File: src/rtl/psum_pkg.sv
// Shared types and constants for the partial-sum datapath: widths, output FIFO entry,
// pool FSM states and the ReLU/shift/saturate quantizer.
package psum_pkg;

   localparam int unsigned PSUM_W  = 16;
   localparam int unsigned ACT_W   = 8;
   localparam int unsigned WORD_W  = 32;
   localparam int unsigned BYTES_W = 3;

   typedef struct packed {
      logic               last;
      logic [BYTES_W-1:0] bytes;
      logic [WORD_W-1:0]  data;
   } fifo_entry_t;

   localparam int unsigned ENTRY_W = $bits(fifo_entry_t);

   typedef enum logic {PoolEmpty, PoolHold} pool_state_e;

   // Negative sums clamp to zero; non-negative sums are shifted then clipped to one byte.
   function automatic logic [ACT_W-1:0] quantize(input logic [PSUM_W-1:0] x,
                                                 input int unsigned       sh);
      logic [PSUM_W-1:0] s;
      s = x >> sh;
      if (x[PSUM_W-1]) return '0;
      if (s > PSUM_W'(255)) return '1;
      return s[ACT_W-1:0];
   endfunction

endpackage

File: src/rtl/sync_fifo.sv
// Single-clock FIFO with occupancy count; a read and a write in the same cycle are
// both honoured even when full. Read data is zero while empty.
module sync_fifo #(
   parameter int unsigned Width = 8,
   parameter int unsigned Depth = 4,
   localparam int unsigned CntW = $clog2(Depth + 1),
   localparam int unsigned PtrW = $clog2(Depth)
) (
   input  logic             clk,
   input  logic             rst,
   input  logic             wr_en,
   input  logic [Width-1:0] wr_data,
   input  logic             rd_en,
   output logic [Width-1:0] rd_data,
   output logic [CntW-1:0]  count,
   output logic             empty
);

   logic [Width-1:0] mem_q [Depth];
   logic [PtrW-1:0]  wr_ptr_q, wr_ptr_d, rd_ptr_q, rd_ptr_d;
   logic [CntW-1:0]  count_q, count_d;
   logic             full, wr_fire, rd_fire;

   assign empty   = (count_q == '0);
   assign full    = (count_q == CntW'(Depth));
   assign count   = count_q;
   assign rd_fire = rd_en && !empty;
   assign wr_fire = wr_en && (!full || rd_fire);
   assign rd_data = empty ? '0 : mem_q[rd_ptr_q];

   always_comb begin
      wr_ptr_d = wr_ptr_q;
      rd_ptr_d = rd_ptr_q;
      if (wr_fire) wr_ptr_d = (wr_ptr_q == PtrW'(Depth - 1)) ? '0 : wr_ptr_q + 1'b1;
      if (rd_fire) rd_ptr_d = (rd_ptr_q == PtrW'(Depth - 1)) ? '0 : rd_ptr_q + 1'b1;
      count_d = count_q + CntW'(wr_fire) - CntW'(rd_fire);
   end

   always_ff @(posedge clk or posedge rst) begin
      if (rst) begin
         wr_ptr_q <= '0;
         rd_ptr_q <= '0;
         count_q  <= '0;
      end else begin
         wr_ptr_q <= wr_ptr_d;
         rd_ptr_q <= rd_ptr_d;
         count_q  <= count_d;
      end
   end

   always_ff @(posedge clk) begin
      if (wr_fire) mem_q[wr_ptr_q] <= wr_data;
   end

   // Upstream throttling must make a write into a full, non-draining FIFO impossible.
   a_no_overflow: assert property (@(posedge clk) disable iff (rst) wr_en |-> (!full || rd_en));

endmodule

File: src/rtl/psum_postproc.sv
// Accumulator post-processing: ReLU/shift/saturate, optional max-pool of pairs, byte packing
// four per word, and an output FIFO with valid/ready handshake.
module psum_postproc
   import psum_pkg::*;
#(
   parameter int unsigned SHIFT      = 4,
   parameter int unsigned POOL       = 2,
   parameter int unsigned FIFO_DEPTH = 4
) (
   input  logic                clk,
   input  logic                rst,
   input  logic                acc_valid,
   output logic                acc_ready,
   input  logic [PSUM_W-1:0]   acc_data,
   input  logic                acc_last,
   output logic                out_valid,
   input  logic                out_ready,
   output logic [WORD_W-1:0]   out_data,
   output logic [BYTES_W-1:0]  out_bytes,
   output logic                out_last
);

   localparam int unsigned CntW = $clog2(FIFO_DEPTH + 1);

   logic              s1_valid_q, s1_valid_d, s1_last_q, s1_last_d;
   logic [ACT_W-1:0]  s1_data_q, s1_data_d;
   pool_state_e       state_q, state_d;
   logic [ACT_W-1:0]  held_q, held_d;
   logic              s2_valid_q, s2_valid_d, s2_last_q, s2_last_d;
   logic [ACT_W-1:0]  s2_data_q, s2_data_d;
   logic [1:0]        cnt_q, cnt_d;
   logic [WORD_W-1:0] pack_q, pack_d, lane_word;
   logic              fifo_wr, fifo_empty;
   logic [CntW-1:0]   fifo_count;
   fifo_entry_t       wr_entry, rd_entry;
   logic [ENTRY_W-1:0] rd_bits;

   // Three words can be in flight behind a ready decision, hence the DEPTH-3 threshold.
   assign acc_ready = (fifo_count <= CntW'(FIFO_DEPTH - 3));

   always_comb begin
      s1_valid_d = acc_valid && acc_ready;
      s1_last_d  = acc_last && s1_valid_d;
      s1_data_d  = quantize(acc_data, SHIFT);
   end

   always_comb begin
      state_d    = state_q;
      held_d     = held_q;
      s2_valid_d = 1'b0;
      s2_last_d  = 1'b0;
      s2_data_d  = s2_data_q;
      if (s1_valid_q) begin
         if (POOL == 1) begin
            s2_valid_d = 1'b1;
            s2_last_d  = s1_last_q;
            s2_data_d  = s1_data_q;
         end else begin
            unique case (state_q)
               PoolEmpty: begin
                  if (s1_last_q) begin
                     s2_valid_d = 1'b1;
                     s2_last_d  = 1'b1;
                     s2_data_d  = s1_data_q;
                  end else begin
                     held_d  = s1_data_q;
                     state_d = PoolHold;
                  end
               end
               PoolHold: begin
                  s2_valid_d = 1'b1;
                  s2_last_d  = s1_last_q;
                  s2_data_d  = (s1_data_q > held_q) ? s1_data_q : held_q;
                  state_d    = PoolEmpty;
               end
               default: state_d = PoolEmpty;
            endcase
         end
      end
   end

   always_comb begin
      lane_word      = pack_q | (WORD_W'(s2_data_q) << {cnt_q, 3'b000});
      fifo_wr        = s2_valid_q && ((cnt_q == 2'd3) || s2_last_q);
      wr_entry.last  = s2_last_q;
      wr_entry.bytes = {1'b0, cnt_q} + 3'd1;
      wr_entry.data  = lane_word;
      cnt_d          = cnt_q;
      pack_d         = pack_q;
      if (s2_valid_q) begin
         cnt_d  = fifo_wr ? 2'd0 : cnt_q + 2'd1;
         pack_d = fifo_wr ? '0 : lane_word;
      end
   end

   always_ff @(posedge clk or posedge rst) begin
      if (rst) begin
         s1_valid_q <= 1'b0;
         s1_last_q  <= 1'b0;
         s1_data_q  <= '0;
         state_q    <= PoolEmpty;
         held_q     <= '0;
         s2_valid_q <= 1'b0;
         s2_last_q  <= 1'b0;
         s2_data_q  <= '0;
         cnt_q      <= '0;
         pack_q     <= '0;
      end else begin
         s1_valid_q <= s1_valid_d;
         s1_last_q  <= s1_last_d;
         s1_data_q  <= s1_data_d;
         state_q    <= state_d;
         held_q     <= held_d;
         s2_valid_q <= s2_valid_d;
         s2_last_q  <= s2_last_d;
         s2_data_q  <= s2_data_d;
         cnt_q      <= cnt_d;
         pack_q     <= pack_d;
      end
   end

   sync_fifo #(
      .Width (ENTRY_W),
      .Depth (FIFO_DEPTH)
   ) u_fifo (
      .clk     (clk),
      .rst     (rst),
      .wr_en   (fifo_wr),
      .wr_data (wr_entry),
      .rd_en   (out_ready),
      .rd_data (rd_bits),
      .count   (fifo_count),
      .empty   (fifo_empty)
   );

   assign rd_entry  = rd_bits;
   assign out_valid = !fifo_empty;
   assign out_data  = rd_entry.data;
   assign out_bytes = rd_entry.bytes;
   assign out_last  = rd_entry.last;

endmodule

File: config.mk
export PLATFORM = sky130hd
export DESIGN_NAME = psum_postproc
export DESIGN_NICKNAME = d
export VERILOG_FILES = /design/src/rtl/psum_pkg.sv /design/src/rtl/sync_fifo.sv /design/src/rtl/psum_postproc.sv
export SDC_FILE = /design/constraint.sdc
export NUM_CORES = 1
export LEC_CHECK = 0
export ABC_AREA = 1
export CAP_MARGIN = 20
export CORE_MARGIN = 2
export CORE_UTILIZATION = 50
export DETAILED_ROUTE_END_ITERATION = 8
export GPL_TIMING_DRIVEN = 0
export PLACE_DENSITY_LB_ADDON = 0.25
export SYNTH_ARGS = -nofsm -noshare
export SYNTH_HDL_FRONTEND = slang
export SYNTH_SLANG_ARGS = --single-unit
File: constraint.sdc
create_clock -name clk -period 8.19 [get_ports clk]
set_input_delay 1.638 -clock clk [delete_from_list [all_inputs] [get_ports clk]]
set_output_delay 1.638 -clock clk [all_outputs]
set_load 0.1 [all_outputs]
# == After elaboration in Yosys (flattened, before gate mapping) ==
# Memory sizes are Yosys's and may differ from the RTL's.
# Cells that the tools add are included.
# totals
regBits,70
latch_bits,0
mem_bits_rw,144
mem_bits_ro,0
in_bits,21
out_inout_bits,38
wordCells,68
mem_count,1
# mem_list
memory,words,width,rd,rd_clocked_by_memory_dff,wr,line,rtl
u_fifo.mem_q,4,36,1,0,1,sync_fifo.sv:19,logic [Width-1:0] mem_q [Depth];
# op_classes
n_addsub,6
mul,0
div,0
magnitude_cmp,3
n_eq_ne,5
shifts,1
muxes,24
n_bitwise,3
n_reduce_logical,12
# op_table
operator,n
$mux W8,6
$mux W36,1
$mux W32,1
$or A32 B32 Y32,1
$shl A8 B5 Y32,1
$pmux W8 S2,1
$gt A12 B8 Y1 const B,1
$mux W1,9
$gt A8 B8 Y1,1
$add A2 B1 Y2 const B,3
$eq A2 B2 Y1 const B,3
$mux W2,3
$pmux W1 S2,3
$logic_and A1 B1 Y1,5
$add A2 B1 Y3 const B,1
$add A3 B1 Y3,1
$eq A3 B3 Y1 const B,1
$le A3 B1 Y1 const B,1
$logic_not A3 Y1,1
$reduce_and A3 Y1,1
$sub A3 B1 Y3,1
$logic_not A1 Y1,2
$logic_or A1 B1 Y1,2
$ne A2 B2 Y1 const B,1
2 further kinds,3

# == Logic depth before layout (Yosys ltp) ==
# Gate-level depths: netlist (run 1).
# depth
depth_word,7
ltp_mapped,14
depth_no_buf,14

# == Modules after synthesis ==
# Synthesis (run 1) repeated with hierarchy kept, for this count alone.
# unflattened
cells_unflattened,1036
area_unflattened_um2,9725.6
# modules_own_cells
mod,n_inst,cells_per_inst,area_each_um2,seq_area_each_um2
sync_fifo,1,622,6531.3,4499.3
psum_postproc,1,414,3194.3,1576.5

# == Least setup slack after synthesis (run 1) ==
# Ideal clock, no wire load.
# synth_timing
kind,reg-to-output
startpoint,"reg u_fifo.count_q[1], in the netlist u_fifo.count[1]"
endpoint,out acc_ready
arrival_ns,2.717
required_time_ns,6.552
slack_ns,3.835
path_stages_with_launch,4
cell_sequence,dfrtp_1 inv_1 nand2_1 o21ai_0
# synth_via
elab_chain_len,1
# synth_lines
element,line,rtl
"start, declared",sync_fifo.sv:21,"logic [CntW-1:0] count_q, count_d;"
"start signal, assigned",sync_fifo.sv:47,count_q <= count_d;
$le A3 B1 Y1,psum_postproc.sv:39,assign acc_ready = (fifo_count <= CntW'(FIFO_DEPTH - 3));
"end, declared",psum_postproc.sv:13,"output logic acc_ready,"
# Every way passes these cells.

# == Worst setup path in the final report (run 1) ==
# layout_timing
startpoint,reg u_fifo.rd_ptr_q[0]
endpoint,out out_data[1]
# layout_via
elab_chain_len,2
# layout_lines
element,line,rtl
"start, declared",sync_fifo.sv:20,"logic [PtrW-1:0] wr_ptr_q, wr_ptr_d, rd_ptr_q, rd_ptr_d;"
"start signal, assigned",sync_fifo.sv:46,rd_ptr_q <= rd_ptr_d;
$mem_v2 Z4 W36,--,
$mux W36,sync_fifo.sv:29,assign rd_data = empty ? '0 : mem_q[rd_ptr_q];
"end, declared",psum_postproc.sv:18,"output logic [WORD_W-1:0] out_data,"
# Every way passes these cells.

==> results_dict.tcl, run 1 <==
set metrics [dict create \
    synth_top_cell_area_share_pct 47.85 \
    num-nets-final 947 \
    clkSlewWorstSetupHoldPaths_ps 60 \
    synth_area_leaders "edfxtp_1, dfrtp_1, nor2_1, o21ai_0, inv_1" \
    criticalPathCategory "flip-flop to output port" \
    synth_edf_count 144 \
    hp-start "held_q[7]" \
    wl_per_cell_um 16.98 \
    finalSetupViolCount 0 \
    post_cts_resized 0 \
    cts_buffers 22 \
    cp-end-kind "output port" \
    grt_overflow 0 \
    grt_pass1_wl_um 31300 \
    die_area_um2 19170 \
    insertedDiodeCount 0 \
    maxSlewViolCount 0 \
    r2r-start "cnt_q[1]" \
    gp_congestion 0.8558 \
    hp-class "flip-flop to flip-flop" \
    die_width_um 138.4 \
    ys_ff_latch 214 \
    hpwlAfterDp_um 12780 \
    numPortBuffers 54 \
    grt_pass1_vias 5844 \
    drtIter0Drc 441 \
    drtAntennaViolNets 0 \
    yosysMostFrequentCell "nor2_1" \
    drt-vias-per-instance 5.212 \
    finalHoldViolations 0 \
    dpl.cell_count 1112 \
    synth_common_cells "nor2_1, edfxtp_1, o21ai_0" \
    cts-root-buf "clkbuf_16" \
    period_minus_slack_ps 4958 \
    maxSlewHeadroom_pct 33.29 \
    ioPinCount 59 \
    setup.worst_path.start "u_fifo.rd_ptr_q[0]" \
    fin_skew_ps 11.20 \
    setup_tns_ps 0 \
    ys_seq_area_share_pct 67.23 \
    async_flop_share_pct 32.71 \
    synthCells 825 \
    syn_nets 865 \
    first_pass_iters 5 \
    tritoncts "built" \
    core_um2 17840 \
    postCtsSetupBuffers 0 \
    grt_usage_pct 20.52 \
    initial_core_util_pct 50.66 \
    startpoint_type "flip-flop" \
    netlist_area_um2 9037 \
    antenna_found_initial 0 \
    path_max_fanout 10 \
    clockBufferDepth 3 \
    status "completed" \
    clkLatencyLatePin_ps 500 \
    syn_avg_cell_area_um2 10.95 \
    postRouteWirelength_um 19560 \
    synth_warnings 0 \
    htreeDepth 1 \
    ys_types 31 \
    tightest_slew_ps 997.6 \
    cp.required_ps 6550 \
    maxCapViolations 0 \
    cp.arrival_ps 3320 \
    synth_area_leader_cell "edfxtp_1" \
    syn_to_final_growth_pct 18.51 \
    finalNonFillerCells 1152 \
    drc 0 \
    routed-via-count 6004 \
    synth_flop_cell "edfxtp_1" \
    rows 49 \
    clkSinkCount 214 \
    drive_gt1_share_pct 8.234 \
    final.period_utilization_pct 60.53 \
    grt_max_degree 71 \
    die_y_um 138.4 \
    rsz0062_at_grt "false" \
    max_freq_mhz 201.7 \
    hold_buffers 0 \
]
-- critical path: stages, from the launching register on --
cell,delay [ps]
dfrtp_1,400
clkinv_1,260
clkbuf_1,520
o21ai_0,220
a21oi_1,240
clkdlybuf4s50_1,1180
-- through the flow --
| step | utilization, % | setup slack (ps) | hold slack (ps) | area, µm² |
|---|---|---|---|---|
| floorplan | - | 3835 | 437.1 | 9037 |
| global placement | 55.29 | 2439 | 470.7 | 9864 |
| detailed placement | 56.05 | 3778 | 475.8 | 10000 |
| CTS | 60.03 | 3210 | 487.9 | 10710 |
| global route | 60.03 | 3129 | 506.2 | 10710 |
| finish | 60.03 | 3233 | 489.1 | 10710 |
-- final timing paths --
| check | endpoint | slack (ps) | depth (start not counted) |
|---|---|---|---|
| setup / recovery | out_data[1] | 3230 | 5 |
| setup reg to reg | u_fifo.mem_q[3][23] | 5680 | 6 |
| hold reg to reg | held_q[7] | 490 | 2 |
| min in group asynchronous | u_fifo.wr_ptr_q[0] | 1670 | 2 |
| hold / removal | held_q[7] | 490 | 2 |
| max in group asynchronous | pack_q[13] | 5950 | 2 |
-- cell families after synthesis --
group	synth area share [%]
AND/OR/NAND/NOR	11.35
flip-flops	67.23
AO/OA/AOI/OAI	12.64
buffers and inverters	5.967
adder cells (fa/ha/maj)	2.714
XOR/XNOR	0.09693
-- layer usage --
metal	share of wire (%)	global-route usage (%)	up-vias
li1	-	-	2957
met1	43	28.76	2836
met2	49	34.50	176
met3	5.8	2.632	35
met4	2.0	5.102	0
met5	0	0	-
-- flip-flops by register name (all words and copies together) (netlist names) --
register,flops
s2_valid_q,1
s2_last_q,1
u_fifo.count,3
s1_last_q,1
held_q,8
pack_q,32
s1_valid_q,1
s1_data_q,8
u_fifo.rd_ptr_q,2
cnt_q,2
u_fifo.mem_q,144
state_q,1
u_fifo.wr_ptr_q,2
s2_data_q,8
-- cell usage in the layout, fill, tap and decap left out, drive strengths merged, types with 2 or more instances in the layout --
cell,Yosys,final
bufinv,0,2
buf,27,31
inv,91,91
edfxtp,144,144
o211ai,23,23
clkbuf,13,45
a21oi,38,38
nand2,72,72
ha,18,18
clkinv,1,6
clkdlybuf4s50,0,54
o21bai,23,23
nand3,18,18
o21ai,114,114
dfrtp,70,70
nor2,164,164
-- final cells by class --
class | instances | area (µm²)
buffer | 40 | 193.9
tap | 229 | 286.5
multi-input combinational | 479 | 2452
inverter | 92 | 347.8
clock inverter | 8 | 91.34
sequential | 214 | 6076
timing repair buffer | 58 | 643.1
fill | 1422 | 7131
clock buffer | 32 | 619.3
Power of run 1 is left out: the tool's default activity adds up to more than one toggle a clock period on the data nets, which glitch-free logic cannot reach.
==> inputs of run 2 (changes only) <==
==> constraint.sdc (replaced) <==
create_clock -name clk -period 4.44 [get_ports clk]
set_input_delay 0.888 -clock clk [delete_from_list [all_inputs] [get_ports clk]]
set_output_delay 0.888 -clock clk [all_outputs]
set_load 0.1 [all_outputs]
==> results of run 2 <==
The final DEF is identical to that of run 1. Status: completed.
Among the figures that moved: setup slack after placement 3778 ps -> 778.5 ps; setup slack after layout 3233 ps -> 232.5 ps; register-to-register setup slack 5680 ps -> 1930 ps
Power of run 2 is left out for the same reason.
